<file path="src/rtl/game_match_ctrl.sv">
// Match controller: scores points per player, declares a winner, holds OVER for HOLD_MS ticks.
// Optional build macro GAME_MATCH_WIN_BY_TWO_EN: a win also needs a 2-point lead (saturated score always wins).
module game_match_ctrl #(
    parameter int NUM_PLAYERS = 2,
    parameter int SCORE_W     = 4,
    parameter int WIN_SCORE   = 5,
    parameter int HOLD_MS     = 3000,
    localparam int PW         = (NUM_PLAYERS > 2) ? $clog2(NUM_PLAYERS) : 1,
    localparam int HW         = $clog2(HOLD_MS + 1)
) (
    input  logic                           clk,
    input  logic                           reset,
    input  logic                           tick_1ms,
    input  logic                           start,
    input  logic                           point_valid,
    input  logic [PW-1:0]                  point_player,
    output logic                           point_ready,
    output logic [NUM_PLAYERS*SCORE_W-1:0] scores,
    output logic [1:0]                     state,
    output logic [PW-1:0]                  winner,
    output logic                           winner_valid
);

    typedef enum logic [1:0] {
        ST_IDLE = 2'b00,
        ST_PLAY = 2'b01,
        ST_OVER = 2'b10
    } state_e;

    localparam logic [SCORE_W-1:0]             MAX_SCORE   = {SCORE_W{1'b1}};
    localparam logic [SCORE_W-1:0]             WIN_L       = SCORE_W'(WIN_SCORE);
    localparam logic [PW:0]                    NP_L        = (PW + 1)'(NUM_PLAYERS);
    localparam logic [HW-1:0]                  HOLD_LAST   = HW'(HOLD_MS - 1);
    localparam logic [NUM_PLAYERS*SCORE_W-1:0] ZERO_SCORES = {(NUM_PLAYERS*SCORE_W){1'b0}};

    state_e              state_r;
    logic [HW-1:0]       hold_r;
    logic [SCORE_W-1:0]  cur_s;
    logic [SCORE_W-1:0]  inc_s;
    logic                valid_player_s;
    logic                accept_s;
    logic                win_s;

    assign state = state_r;

    // Post-increment score of the offered player and the win decision on it.
    always_comb begin
        cur_s = {SCORE_W{1'b0}};
        for (int i = 0; i < NUM_PLAYERS; i++) begin
            cur_s = (PW'(i) == point_player) ? scores[i*SCORE_W +: SCORE_W] : cur_s;
        end
        inc_s          = (cur_s == MAX_SCORE) ? cur_s : cur_s + SCORE_W'(1);
        valid_player_s = ({1'b0, point_player} < NP_L);
        // A restart in the same cycle wins over any offered point.
        accept_s       = point_ready & point_valid & ~start & valid_player_s;
`ifdef GAME_MATCH_WIN_BY_TWO_EN
        win_s = (inc_s >= WIN_L);
        for (int j = 0; j < NUM_PLAYERS; j++) begin
            win_s = win_s & ~((PW'(j) != point_player) &&
                    (({1'b0, scores[j*SCORE_W +: SCORE_W]} + (SCORE_W + 1)'(2)) > {1'b0, inc_s}));
        end
        win_s = win_s | (inc_s == MAX_SCORE);
`else
        win_s = (inc_s >= WIN_L);
`endif
    end

    // Match state machine with registered scores, winner flags and hold counter.
    always_ff @(posedge clk) begin
        if (!reset) begin
            state_r      <= ST_IDLE;
            scores       <= ZERO_SCORES;
            winner       <= {PW{1'b0}};
            winner_valid <= 1'b0;
            point_ready  <= 1'b0;
            hold_r       <= {HW{1'b0}};
        end else begin
            case (state_r)
                ST_IDLE: begin
                    if (start) begin
                        state_r     <= ST_PLAY;
                        scores      <= ZERO_SCORES;
                        point_ready <= 1'b1;
                    end else begin
                        state_r     <= ST_IDLE;
                    end
                end
                ST_PLAY: begin
                    if (start) begin
                        scores <= ZERO_SCORES;
                    end else if (accept_s) begin
                        scores[point_player*SCORE_W +: SCORE_W] <= inc_s;
                        if (win_s) begin
                            state_r      <= ST_OVER;
                            winner       <= point_player;
                            winner_valid <= 1'b1;
                            point_ready  <= 1'b0;
                            hold_r       <= {HW{1'b0}};
                        end else begin
                            state_r      <= ST_PLAY;
                        end
                    end else begin
                        state_r <= ST_PLAY;
                    end
                end
                ST_OVER: begin
                    if (start) begin
                        state_r      <= ST_PLAY;
                        scores       <= ZERO_SCORES;
                        winner       <= {PW{1'b0}};
                        winner_valid <= 1'b0;
                        point_ready  <= 1'b1;
                        hold_r       <= {HW{1'b0}};
                    end else if (tick_1ms) begin
                        if (hold_r == HOLD_LAST) begin
                            state_r      <= ST_IDLE;
                            scores       <= ZERO_SCORES;
                            winner       <= {PW{1'b0}};
                            winner_valid <= 1'b0;
                            hold_r       <= {HW{1'b0}};
                        end else begin
                            hold_r       <= hold_r + HW'(1);
                        end
                    end else begin
                        state_r <= ST_OVER;
                    end
                end
                default: begin
                    state_r      <= ST_IDLE;
                    scores       <= ZERO_SCORES;
                    winner       <= {PW{1'b0}};
                    winner_valid <= 1'b0;
                    point_ready  <= 1'b0;
                    hold_r       <= {HW{1'b0}};
                end
            endcase
        end
    end

endmodule

</file>
<file path="config.mk">
export PLATFORM = sky130hd
export DESIGN_NAME = game_match_ctrl
export DESIGN_NICKNAME = d
export VERILOG_FILES = /design/src/rtl/game_match_ctrl.sv
export SDC_FILE = /design/constraint.sdc
export NUM_CORES = 1
export LEC_CHECK = 0
export ABC_AREA = 1
export CORE_MARGIN = 2
export CORE_UTILIZATION = 64
export DETAILED_ROUTE_END_ITERATION = 12
export DONT_BUFFER_PORTS = 1
export PLACE_DENSITY = 0.8
export SYNTH_ARGS = -nofsm -noshare
export SYNTH_HDL_FRONTEND = slang
export SYNTH_SLANG_ARGS = --single-unit
</file>
<file path="constraint.sdc">
create_clock -name clk -period 5.84 [get_ports clk]
set_clock_uncertainty 0.1 [all_clocks]
set_input_delay 1.752 -clock clk [delete_from_list [all_inputs] [get_ports clk]]
set_output_delay 1.752 -clock clk [all_outputs]
set_load 0.01 [all_outputs]
</file>
# Word level (Yosys, flattened, before mapping)

Index checks and enable logic that the tools add are counted.

Add/sub/neg operators: 3
Order comparisons: 1
Eq/ne operators: 13
Shift-type cells: 2
Muxes and demuxes: 41
Bitwise operators: 4
Reductions and logical operators: 7

Operator list:

| operator                                                                            | count |
|---|---|
| 12-bit 2-to-1 mux                                                                   | 6 |
| 8-bit 2-to-1 mux                                                                    | 6 |
| 12-bit one-hot mux with 3 select lines                                              | 1 |
| 3-bit negator with 34-bit output                                                    | 1 |
| 4-bit by 34-bit variable shift with 8-bit output, first input constant              | 1 |
| 4-bit by 34-bit variable part select with 8-bit output                              | 1 |
| 8-bit one-hot mux with 3 select lines                                               | 1 |
| 1-bit 2-to-1 mux                                                                    | 14 |
| 12-bit by 1-bit adder with 12-bit output, second input constant                     | 1 |
| 12-bit equality test, second input constant                                         | 1 |
| 2-bit 2-to-1 mux                                                                    | 6 |
| 3-bit inequality test, second input constant                                        | 3 |
| 8-bit bitwise mux                                                                   | 1 |
| 4-bit 2-to-1 mux                                                                    | 2 |
| 2-bit inequality test, second input constant                                        | 4 |
| 4-bit AND reduction                                                                 | 2 |
| 1-bit one-hot mux with 3 select lines                                               | 2 |
| 2-bit one-hot mux with 3 select lines                                               | 1 |
| 6-bit AND reduction                                                                 | 1 |
| 5-bit AND reduction                                                                 | 1 |
| 4-bit by 1-bit adder with 4-bit output, second input constant                       | 1 |
| 4-bit equality test, second input constant                                          | 1 |
| 4-bit by 3-bit greater-or-equal comparator with 1-bit output, second input constant | 1 |
| 4-bit inequality test, second input constant                                        | 1 |
| other kinds (9)                                                                     | 11 |

Bits in registers: 25
Input bits: 6
Output and inout bits: 13
Logic and storage cells: 77

# Longest topological paths before layout

Gate-level depths: netlist of the first run.

Depth in word-level cells: 8
Gate-level depth with buffers: 16
Mapped depth without buffers: 15

# Least setup slack after synthesis of the first run

OpenSTA, ideal clock, no wires.

Path kind: input-to-reg
Start: input port point_player
End: register hold_r[5]
Library setup time: 0.069 ns
Data arrival time: 3.232 ns
Data required time: 5.671 ns
Slack: 2.440 ns
Stages on the path: 16
Path buffers: 2
Cell sequence: buf_6 inv_6 nand2_1 o21ai_2 ha_1 inv_1 nor2_4 nand3_1 nand2_1 nand2_1 nand2_2 nand3_4 nand3_4 buf_12 nand2_2 a21oi_2

Word-level cells in the longest chain between the ends: 6
Elaborated cells between the ends (all ways): 7
Those cells by class: add/sub (1); order compare (1); eq/ne (2); mux (2); reduce/logical (1)

Ends and longest elaborated chain:

| element                                                                       | RTL line | RTL |
|---|---|---|
| start: declaration                                                            | 16       | `input logic [PW-1:0] point_player,` |
| 4-bit 2-to-1 mux (*)                                                          | 50       | `cur_s = (PW'(i) == point_player) ? scores[i*SCORE_W +: SCORE_W] : cur_s;` |
| 4-bit by 1-bit adder with 4-bit output or 4-bit equality test (tied branches) | 52       | `inc_s = (cur_s == MAX_SCORE) ? cur_s : cur_s + SCORE_W'(1);` |
| 4-bit 2-to-1 mux (*)                                                          | 52       |  |
| 4-bit by 3-bit greater-or-equal comparator with 1-bit output (*)              | 64       | `win_s = (inc_s >= WIN_L);` |
| 2-bit inequality test (no source line) (*)                                    | -        |  |
| 5-bit AND reduction (no source line) (*)                                      | -        |  |
| end signal: assignment                                                        | 76       | `hold_r <= {HW{1'b0}};` |
| end signal: assignment                                                        | 98       | `hold_r <= {HW{1'b0}};` |
| end signal: assignment                                                        | 113      | `hold_r <= {HW{1'b0}};` |
| end: declaration                                                              | 37       | `logic [HW-1:0] hold_r;` |

Every way passes the cells marked *; elsewhere a longest branch is shown, timed or not.
A chain may end at the register's enable or synchronous reset.

# Worst setup path after layout of the first run

Start: input port point_player
End: register hold_r[3]

Same word-level chain as after synthesis.

==> results of run 1 <==
-- cells in the final DEF, fill, tap and decap left out, types with 2 or more instances in the layout --
master,synthesis,layout
xor2_1,2,2
o21ai_0,5,5
nand4_1,12,12
nand2_1,57,57
nand3_2,2,2
nand2_2,17,17
nor4_1,2,2
nand3_1,13,13
a21oi_1,14,14
nor2_1,24,24
inv_1,30,30
ha_1,2,2
nor2_2,5,5
a21oi_2,7,7
inv_2,3,3
nand3_4,2,2
clkbuf_4,0,3
dfxtp_1,25,25
nor3_1,10,10
-- flip-flops by register name (all words and copies together) (netlist names) --
register and flops:
winner 1, hold_r 12, scores 8, winner_valid 1, point_ready 1, state 2
-- layout make-up --
type,instances,area (um2),share of cell area (%)
inverter,35,136,8.00
tap,30,37.5,2.20
clock inverter,1,5.00,0.293
multi-input combinational,185,1000,58.8
sequential,25,500,29.3
clock buffer,3,22.5,1.32
-- power by group --
group          internal, mW  switching, mW
logic                0.0138         0.0359
registers             0.175        0.00543
clock network        0.0256         0.0485
-- per-stage QoR --
step | std cells | worst slack, ns
CTS | 279 | 2.61
global route | 279 | 2.44
finish | 279 | 2.60
detailed placement | 275 | 2.27
global placement | 275 | 2.39
floorplan | 250 | 2.44
-- routing by layer --
layer / wire length, um / share of wire [%] / track usage, %
met3: 258 / 7.0 / 5.85
met5: 0 / 0 / 0
met1: 1720 / 47 / 34.5
met4: 55 / 1.5 / 7.67
met2: 1660 / 45 / 39.5
-- kinds of logic (layout without fill, tap and decap cells) --
logic type      count (synthesis)  in the layout  synth area share (%)
compound gates                 30             30                  11.1
flops                          25             25                  29.6
simple gates                  150            150                  45.2
buf+inv                        40             39                  11.0
fa+ha+maj                       2              2                  1.48
xor+xnor                        3              3                  1.55
-- worst register-to-register path, stage by stage, from the launching register on --
cell     delay (ns)
dfxtp_1        0.43
inv_1          0.11
o21ai_2        0.19
ha_1           0.23
inv_1          0.09
nor2_4         0.12
nand3_1        0.08
nand2_1        0.09
nand2_1        0.07
nand2_2        0.08
nand3_4        0.15
nand3_4        0.24
nand2_1        0.11
a21oi_1        0.14
-- worst max-delay path by stage --
stage	startpoint	endpoint	slack (ns)
6_report	point_player	hold_r[3]$_SDFFE_PN0P_	2.60
5_1_grt	point_player	hold_r[1]$_SDFFE_PN0P_	2.44
4_1_cts	point_player	hold_r[3]$_SDFFE_PN0P_	2.61
3_5_place_dp	point_player	hold_r[1]$_SDFFE_PN0P_	2.27
3_3_place_gp	point_player	hold_r[1]$_SDFFE_PN0P_	2.39
2_1_floorplan	point_player	hold_r[5]$_SDFFE_PN0P_	2.44
==> metrics, run 1 <==
syn_area_per_cell=6.76 um2; fraction of layout cells with a size suffix above 1=18.9%; Crit path arrival time=3.37 ns; Chip Width=55.4 um; CTS Sinks=25; CP max stage delay=0.24 ns; Fmax=around 0.31 GHz; CP Max Fanout=16; GR Overflow Total=0; startpoint types=input pin; synth-to-layout area growth=0.889%; final hold violations=0; Netlist cell types=34; worst-skew pair later-pin latency=approximately 0.31 ns; HP Class=flip-flop to flip-flop; hold_sp=hold_r[10]$_SDFFE_PN0P_; worst vdd ir=between 200 and 250 uV; CTS Root Cell=clkbuf_4; Hold Buf Count CTS=0; largest net degree at the start of global routing=19; Synth area leader=dfxtp_1; top cells by area, synth=dfxtp_1 (30%), nand2_1 (13%), inv_1 (6.7%); post-synth top area share=between 20 and 30%; Yosys reg bits=25; worst slew pin tran=between 0.5 and 0.6 ns; R2R Setup Slk=roughly 3.6 ns; Overall Power=0.305 mW; starting DRC count in detailed routing=between 70 and 80; WP depth=14; GP Congestion=0.903; vias per cell=5.59; Finish-stage setup viols=0; Fillers=237; vias in the first global route=roughly 1.4k; DR WL/cell=13.2 um; Syn Nets=258; Synth Warn #=0; final core occ=between 60% and 70%; core area=between 2000 and 2500 um2; Final Cell Area=1710 um2; row count=18; CP Class=input pin to flip-flop; most used cell, CP=nand2_1; most used flip-flop cell after synthesis=dfxtp_1; top cells by count, synth=nand2_1 (57), inv_1 (30), dfxtp_1 (25), nor2_1 (24), nand2_2 (17); most common cell in the netlist=nand2_1; EDFF count, synth=0; Seq/Total Area, Yosys=29.6%; Async SR Flop Fraction=0%; # port buffers=0; WHS Endpoint=hold_r[10]$_SDFFE_PN0P_; Worst Setup End Kind=flip-flop; Die ar.=a little over 3000 um2; setup TNS=0 ns; worst r2r src=scores[5]$_SDFFE_PN0P_; Critical Path RT=5.97 ns; Post-Synthesis Cells=250; clk buf depth=2; CP Buf/Inv Count=2; die height=~55 um; FF-to-FF path depth=13; first-pass GRT wire length=between 6 and 7 mm; Post-DP Area=1680 um2; DPL Wire Length=about 2.9 mm; # H-tree levels=1; Inserted Clock Buffers=3; Min-Delay Path Depth=2; drt first pass iters=4; Routed Antenna Nets=0; Critical Path, Cell by Cell=inv_6 -> nand2_1 -> o21ai_2 -> ha_1 -> inv_1 -> nor2_4 -> nand3_1 -> nand2_1 -> nand2_1 -> nand2_2 -> nand3_4 -> nand3_4 -> nand2_1 -> a21oi_1; initial antenna violation count=0; Antenna Cells=0; period utilization=55.5%; crit path time final=3.24 ns; postcts setup bufs=0; worst flop-to-flop path endpoint=hold_r[3]$_SDFFE_PN0P_; clock slew at reported path FFs=0.13 ns; CP max stage cell=nand3_4; TritonCTS clock tree=yes; Slew HR=about three fifths; Hold Slack=around 0.42 ns; # DRC=0; drt total wl=3.69 mm; Top delay family on crit path=simple AND/OR/NAND/NOR gates; RSZ-0062 raised after global routing=false; outcome=completed; vias=about 1.6k; Top-Level Pins=19; mapped cell area=around 1700 um2; PD cells=179 nW/um2; final net count=between 200 and 300; gr usage total=approximately 25%; Static Leak=around 0.65 nW; post_cts resized=0; Max-Cap Viols=0; Initial Util=between 60% and 70%; Max Transition Viols Final=0
(Power assumes the default switching activity.)
==> run 2, diff against run 1 <==
- CORE_UTILIZATION: 64 -> 63
- PLACE_DENSITY: 0.8 -> 0.79
- clock period: 5.84 -> 3.05 ns (I/O delays scaled with it)
==> metrics, run 2 (synthesized netlist as in run 1, its figures left out) <==
final net count=258 (unchanged); dpl cells=275 (unchanged); setup TNS=0 ns (unchanged); Finish-stage setup viols=0 (unchanged); Chip Width=55.8 um (+0.74%); synth-to-layout area growth=0.814% (about the same); outcome=completed; final hold violations=0 (unchanged); post_cts resized=0 (unchanged); DR WL/cell=13.0 um (-1.7%); die height=55.8 um (+0.74%); vias in the first global route=1396 (-1.1%); max reg flops=12 (unchanged); worst-skew pair later-pin latency=0.34 ns (+0.03 ns); first-pass GRT wire length=6.23 mm (-1.2%); Critical Path, Cell by Cell=inv_6 -> nand2_1 -> o21ai_2 -> ha_1 -> inv_1 -> nor2_4 -> nand3_1 -> nand2_1 -> nand2_1 -> nand2_2 -> nand3_4 -> nand3_4 -> nand2_1 -> o21ai_0 -> nor2_1; period utilization=between 70% and 80%; Fillers=224 (-5.5%); Fmax=~0.42 GHz; CP Max Fanout=16 (unchanged); # H-tree levels=1 (unchanged); RSZ-0062 raised after global routing=false; DPL Wire Length=2.78 mm (-4.2%); drt total wl=3.62 mm (-1.7%); Inserted Clock Buffers=3 (unchanged); Slew HR=62.1% (+1.6 points); CTS Root Cell=clkbuf_4; Top-Level Pins=19 (unchanged); worst vdd ir=333 uV (+52%); CP Class=input pin to flip-flop; clock slew at reported path FFs=0.14 ns (about the same); drt first pass iters=5 (+1); Most flops, register=hold_r; HP Class=flip-flop to flip-flop; # port buffers=0 (unchanged); Hold Buf Count CTS=0 (unchanged); Static Leak=0.652 nW (-0.42%); Overall Power=0.597 mW (+96%); fraction of layout cells with a size suffix above 1=18.5% (-0.40 points); CP max stage delay=0.24 ns (about the same); final core occ=68.2% (about the same); largest net degree at the start of global routing=19 (unchanged); vias per cell=5.54 (-0.90%); TritonCTS clock tree=yes; startpoint types=input pin; CTS Sinks=25 (unchanged); Crit path arrival time=2.50 ns (-0.87 ns); Initial Util=67.6% (unchanged); core area=2500 um2 (unchanged); postcts setup bufs=0 (unchanged); starting DRC count in detailed routing=87 (+16%); Antenna Cells=0 (unchanged); most common cell after layout, fill and taps aside=nand2_1; clk buf depth=2 (unchanged); PD cells=350 nW/um2 (+96%); Worst Setup End Kind=flip-flop; row count=18 (unchanged); crit path time final=approximately 2.4 ns; Critical Path RT=3.20 ns (-2.77 ns); GR Overflow Total=0 (unchanged); GP Congestion=0.860 (-4.8%); Max-Cap Viols=0 (unchanged); CP max stage cell=nand3_4; vias=1547 (-0.90%); Multi-input gate area=1000 um2 (unchanged); gr usage total=25.4% (+0.23 points); final cell count without fillers=279 (unchanged); Routed Antenna Nets=0 (unchanged); Max Transition Viols Final=0 (unchanged); worst slew pin tran=0.565 ns (-0.0273 ns); # DRC=0 (unchanged); commonest cells after routing, fill and taps aside=nand2_1 (57), inv_1 (30), dfxtp_1 (25); Die ar.=3110 um2 (+1.5%); initial antenna violation count=0 (unchanged); Sequential cell area=500 um2 (unchanged); most used cell, CP=nand2_1
[run 2: cell count changes in the layout (fill, tap and decap cells not counted), sizes merged]
cell / before / now
clkbuf: 3 / 4
clkinv: 2 / 1
[run 2: path summary, 6_finish.rpt]
check / from / to / slack (ns) / depth (start not counted)
min: hold_r[10]$_SDFFE_PN0P_ / hold_r[10]$_SDFFE_PN0P_ / 0.42 / 2
min reg2reg: hold_r[10]$_SDFFE_PN0P_ / hold_r[10]$_SDFFE_PN0P_ / 0.42 / 2
max reg2reg: scores[5]$_SDFFE_PN0P_ / hold_r[1]$_SDFFE_PN0P_ / 0.80 / 14
max: point_player / hold_r[1]$_SDFFE_PN0P_ / 0.69 / 15
[run 2: final cells by class]
type	count	share of cell area (%)
tap	30	2.20
multi-input combinational	185	58.9
clock buffer	4	1.54
inverter	35	8.00
sequential	25	29.4
[run 2: critical path, delay by kind of cell]
kind / cells / cell delay (ns)
AO/OA/AOI/OAI: 2 / 0.17
adder cells (fa/ha/maj): 1 / 0.22
buffers and inverters: 2 / 0.15
AND/OR/NAND/NOR: 10 / 1.05
[run 2: through the flow]
stage	setup slack, ns	hold WS (ns)	cell area [um2]
after CTS	0.692	0.420	1700
after global placement	0.435	0.399	1680
final	0.693	0.416	1700
after floorplan	0.487	0.369	1690
after global routing	0.545	0.446	1700
after detailed placement	0.320	0.397	1680
[run 2: report_power, final]
part	internal [mW]	total (mW)	switching, mW	leakage, nW
registers	0.336	0.346	0.0105	0.203
logic	0.0265	0.0931	0.0666	0.434
clock network	0.0515	0.157	0.106	0.0150
[run 2: per-layer routing]
metal / global-route usage [%] / up-vias / wire length, um
li1: - / 814 / -
met1: 38.2 / 666 / 1740
met2: 35.2 / 62 / 1500
met3: 3.49 / 5 / 311
met4: 12.5 / 0 / 76
met5: 0 / - / 0
==> run 3, diff against run 2 <==
- ABC_AREA: 1 -> 0
- CORE_UTILIZATION: 63 -> 62
- PLACE_DENSITY: 0.79 -> 0.78
- clock period: 3.05 -> 2.4 ns (I/O delays scaled with it)
==> metrics, run 3 <==
Antenna Cells=0 (unchanged); Initial Util=64.6% (-3.0 points); vias per cell=6.73 (+21%); Inserted Clock Buffers=3 (unchanged); DR WL/cell=16.8 um (+29%); CTS Sinks=25 (unchanged); final cell count without fillers=244 (-13%); worst flop-to-flop path endpoint=hold_r[1]$_SDFFE_PN0P_; worst-skew pair later-pin latency=0.32 ns (-0.02 ns); max reg flops=12 (unchanged); hold_sp=reset; mapped cell area=1570 um2 (-7.0%); largest family of logic cells by synthesized area=simple AND/OR/NAND/NOR gates; post-synthesis mux area share=4.06% (+4.1 points); CTS Root Cell=clkbuf_4; Fmax=0.408 GHz; # port buffers=0 (unchanged); Max Transition Viols Final=0 (unchanged); Finish-stage setup viols=2 (+2); DPL Wire Length=3.06 mm (+10%); GR Overflow Total=0 (unchanged); Seq/Total Area, Yosys=31.8% (+2.2 points); starting DRC count in detailed routing=76 (-13%); syn_area_per_cell=8.14 um2 (+20%); clk buf depth=2 (unchanged); WHS Endpoint=scores[5]$_SDFFE_PN0P_; row count=18 (unchanged); Overall Power=0.695 mW (+17%); gr usage total=29.4% (+4.0 points); clock slew at reported path FFs=0.14 ns (about the same); Netlist cell types=47 (+38%); Syn Nets=201 (-22%); largest net degree at the start of global routing=17 (-2); post-route worst setup slack=-0.0499 ns (-0.743 ns); commonest cells after routing, fill and taps aside=dfxtp_1 (25), a21oi_1 (23), buf_4 (23); Top-Level Pins=19 (unchanged); Die ar.=2950 um2 (-5.1%); worst vdd ir=337 uV (+1.3%); Async SR Flop Fraction=0% (unchanged); final net count=223 (-14%); Crit path arrival time=2.60 ns (+0.10 ns); GP Congestion=0.897 (+4.3%); drt first pass iters=5 (unchanged); top cells by count, synth=dfxtp_1 (25), a21oi_1 (23), o21ai_0 (17), nand3_1 (15), nand2_1 (13); final hold violations=0 (unchanged); FF-to-FF path depth=7 (-7); Reg power frac=61.1% (+3.0 points); P_int=0.517 mW (+25%); crit path time final=approximately 2.4 ns; vias in the first global route=1461 (+4.7%); worst slew pin tran=0.517 ns (-0.0481 ns); initial antenna violation count=0 (unchanged); Max-Cap Viols=0 (unchanged); Post-Synth Simple-Gate Area=30.3% (-15 points); period utilization=102%; failing checks=setup timing; clock power share=27.2% (+0.9 points); most common cell in the netlist=dfxtp_1; core area=2430 um2 (-2.7%); Critical Path RT=2.55 ns (-0.65 ns); CP startpoint=point_player; compound-gate portion of the synthesized area=29.0% (+18 points); RSZ-0062 raised after global routing=true; Hold Buf Count CTS=0 (unchanged); R2R Setup Slk=0.03 ns (-0.77 ns); Slew HR=65.5% (+3.4 points); Worst Setup End Kind=flip-flop; # DRC=0 (unchanged); post-synth top area share=31.8% (+2.2 points); HP Class=input pin to flip-flop; drt total wl=4.10 mm (+13%); Synth Warn #=0 (unchanged); final core occ=74.2% (+6.0 points); Fillers=192 (-14%); Synth area leader=dfxtp_1; CP Class=input pin to flip-flop; Chip Width=54.3 um (-2.6%); die height=54.3 um (-2.6%); Yosys reg bits=25 (unchanged); Routed Antenna Nets=0 (unchanged); # H-tree levels=1 (unchanged); Comb power frac=11.6% (-4.0 points); Sw Pwr=0.178 mW (-2.6%); Sw Share=25.6% (-5.0 points); outcome=finished, violations left; PD cells=385 nW/um2 (+10%); synth-to-layout area growth=14.8%; XOR/XNOR Fraction of Synth Area=0% (-1.6 points); dpl cells=240 (-13%); fraction of layout cells with a size suffix above 1=19.2% (+0.68 points); vias=1642 (+6.1%); Post-Synthesis Cells=193 (-23%); top cells by area, synth=dfxtp_1 (32%), a21oi_1 (7.3%), o21ai_0 (5.4%); setup TNS=-0.0744 ns (-0.0744 ns); startpoint types=input pin; EDFF count, synth=0 (unchanged); most used flip-flop cell after synthesis=dfxtp_1; Most flops, register=hold_r; first-pass GRT wire length=6.37 mm (+2.2%); TritonCTS clock tree=yes; post-synthesis adder-cell area fraction=1.59% (+0.11 points); Static Leak=0.608 nW (-6.8%); DP Worst Slack=-0.379 ns (-0.698 ns); CP Max Fanout=15 (-1); most common cell after layout, fill and taps aside=dfxtp_1; worst r2r src=scores[0]$_SDFFE_PN0P_; Min-Delay Path Depth=1 (-1)
[run 3: critical path, cell delays in order]
cell and delay, ns:
mux2_4 0.30, ha_4 0.17, and3b_1 0.17, o32a_1 0.37
or4_4 0.56, nand2_8 0.12, mux2i_1 0.18
[run 3: kinds of logic (layout without fill, tap and decap cells)]
group                    count (synthesis)  after routing
AND/OR/NAND/NOR                         81             81
AO/OA/AOI/OAI                           70             70
flip-flops                              25             25
buffers and inverters                    9             30
multiplexers                             6              6
adder cells (fa/ha/maj)                  2              2
[run 3: layer usage]
metal	global-route usage [%]	part of all wire (%)
met5	0	0
met4	9.17	1.5
met3	5.19	5.9
met2	53.4	51
met1	34.9	41
[run 3: how the worst max path moves through the flow]
stage / end / cells after the start
after floorplan: hold_r[1]$_SDFFE_PN0P_ / 8
after global placement: hold_r[1]$_SDFFE_PN0P_ / 7
after detailed placement: hold_r[1]$_SDFFE_PN0P_ / 7
after CTS: hold_r[1]$_SDFFE_PN0P_ / 7
after global routing: hold_r[1]$_SDFFE_PN0P_ / 7
final: hold_r[1]$_SDFFE_PN0P_ / 7
[run 3: power groups by stage]
| stage | clock network (mW) | registers (mW) | logic, mW |
|---|---|---|---|
| after floorplan | 0 | 0.434 | 0.0579 |
| after global placement | 0 | 0.434 | 0.0771 |
| after global routing | 0.206 | 0.426 | 0.0871 |
| after CTS | 0.190 | 0.425 | 0.0796 |
| after detailed placement | 0 | 0.434 | 0.0793 |
| final | 0.189 | 0.425 | 0.0809 |
[run 3: area by class of cell]
cell class,instances,area (um2),share of cell area (%)
Multi-Input combinational cell,159,1060,58.5
Sequential cell,25,500,27.7
Timing Repair Buffer,23,173,9.57
Tap cell,30,37.5,2.08
Clock buffer,4,26.3,1.46
Inverter,3,11.3,0.624
[run 3: metrics by stage]
step / hold slack [ns] / area, um2
after detailed placement: 0.390 / 1760
after global placement: 0.377 / 1760
after CTS: 0.404 / 1790
after global routing: 0.397 / 1800
after floorplan: 0.359 / 1590
final: 0.400 / 1800
[run 3: repair_timing]
action / CTS / global route
endpoints found under the setup margin: 2 / 17
pin swaps: 1 / 4
buffers inserted: 0 / 0
resized for setup: 0 / 2
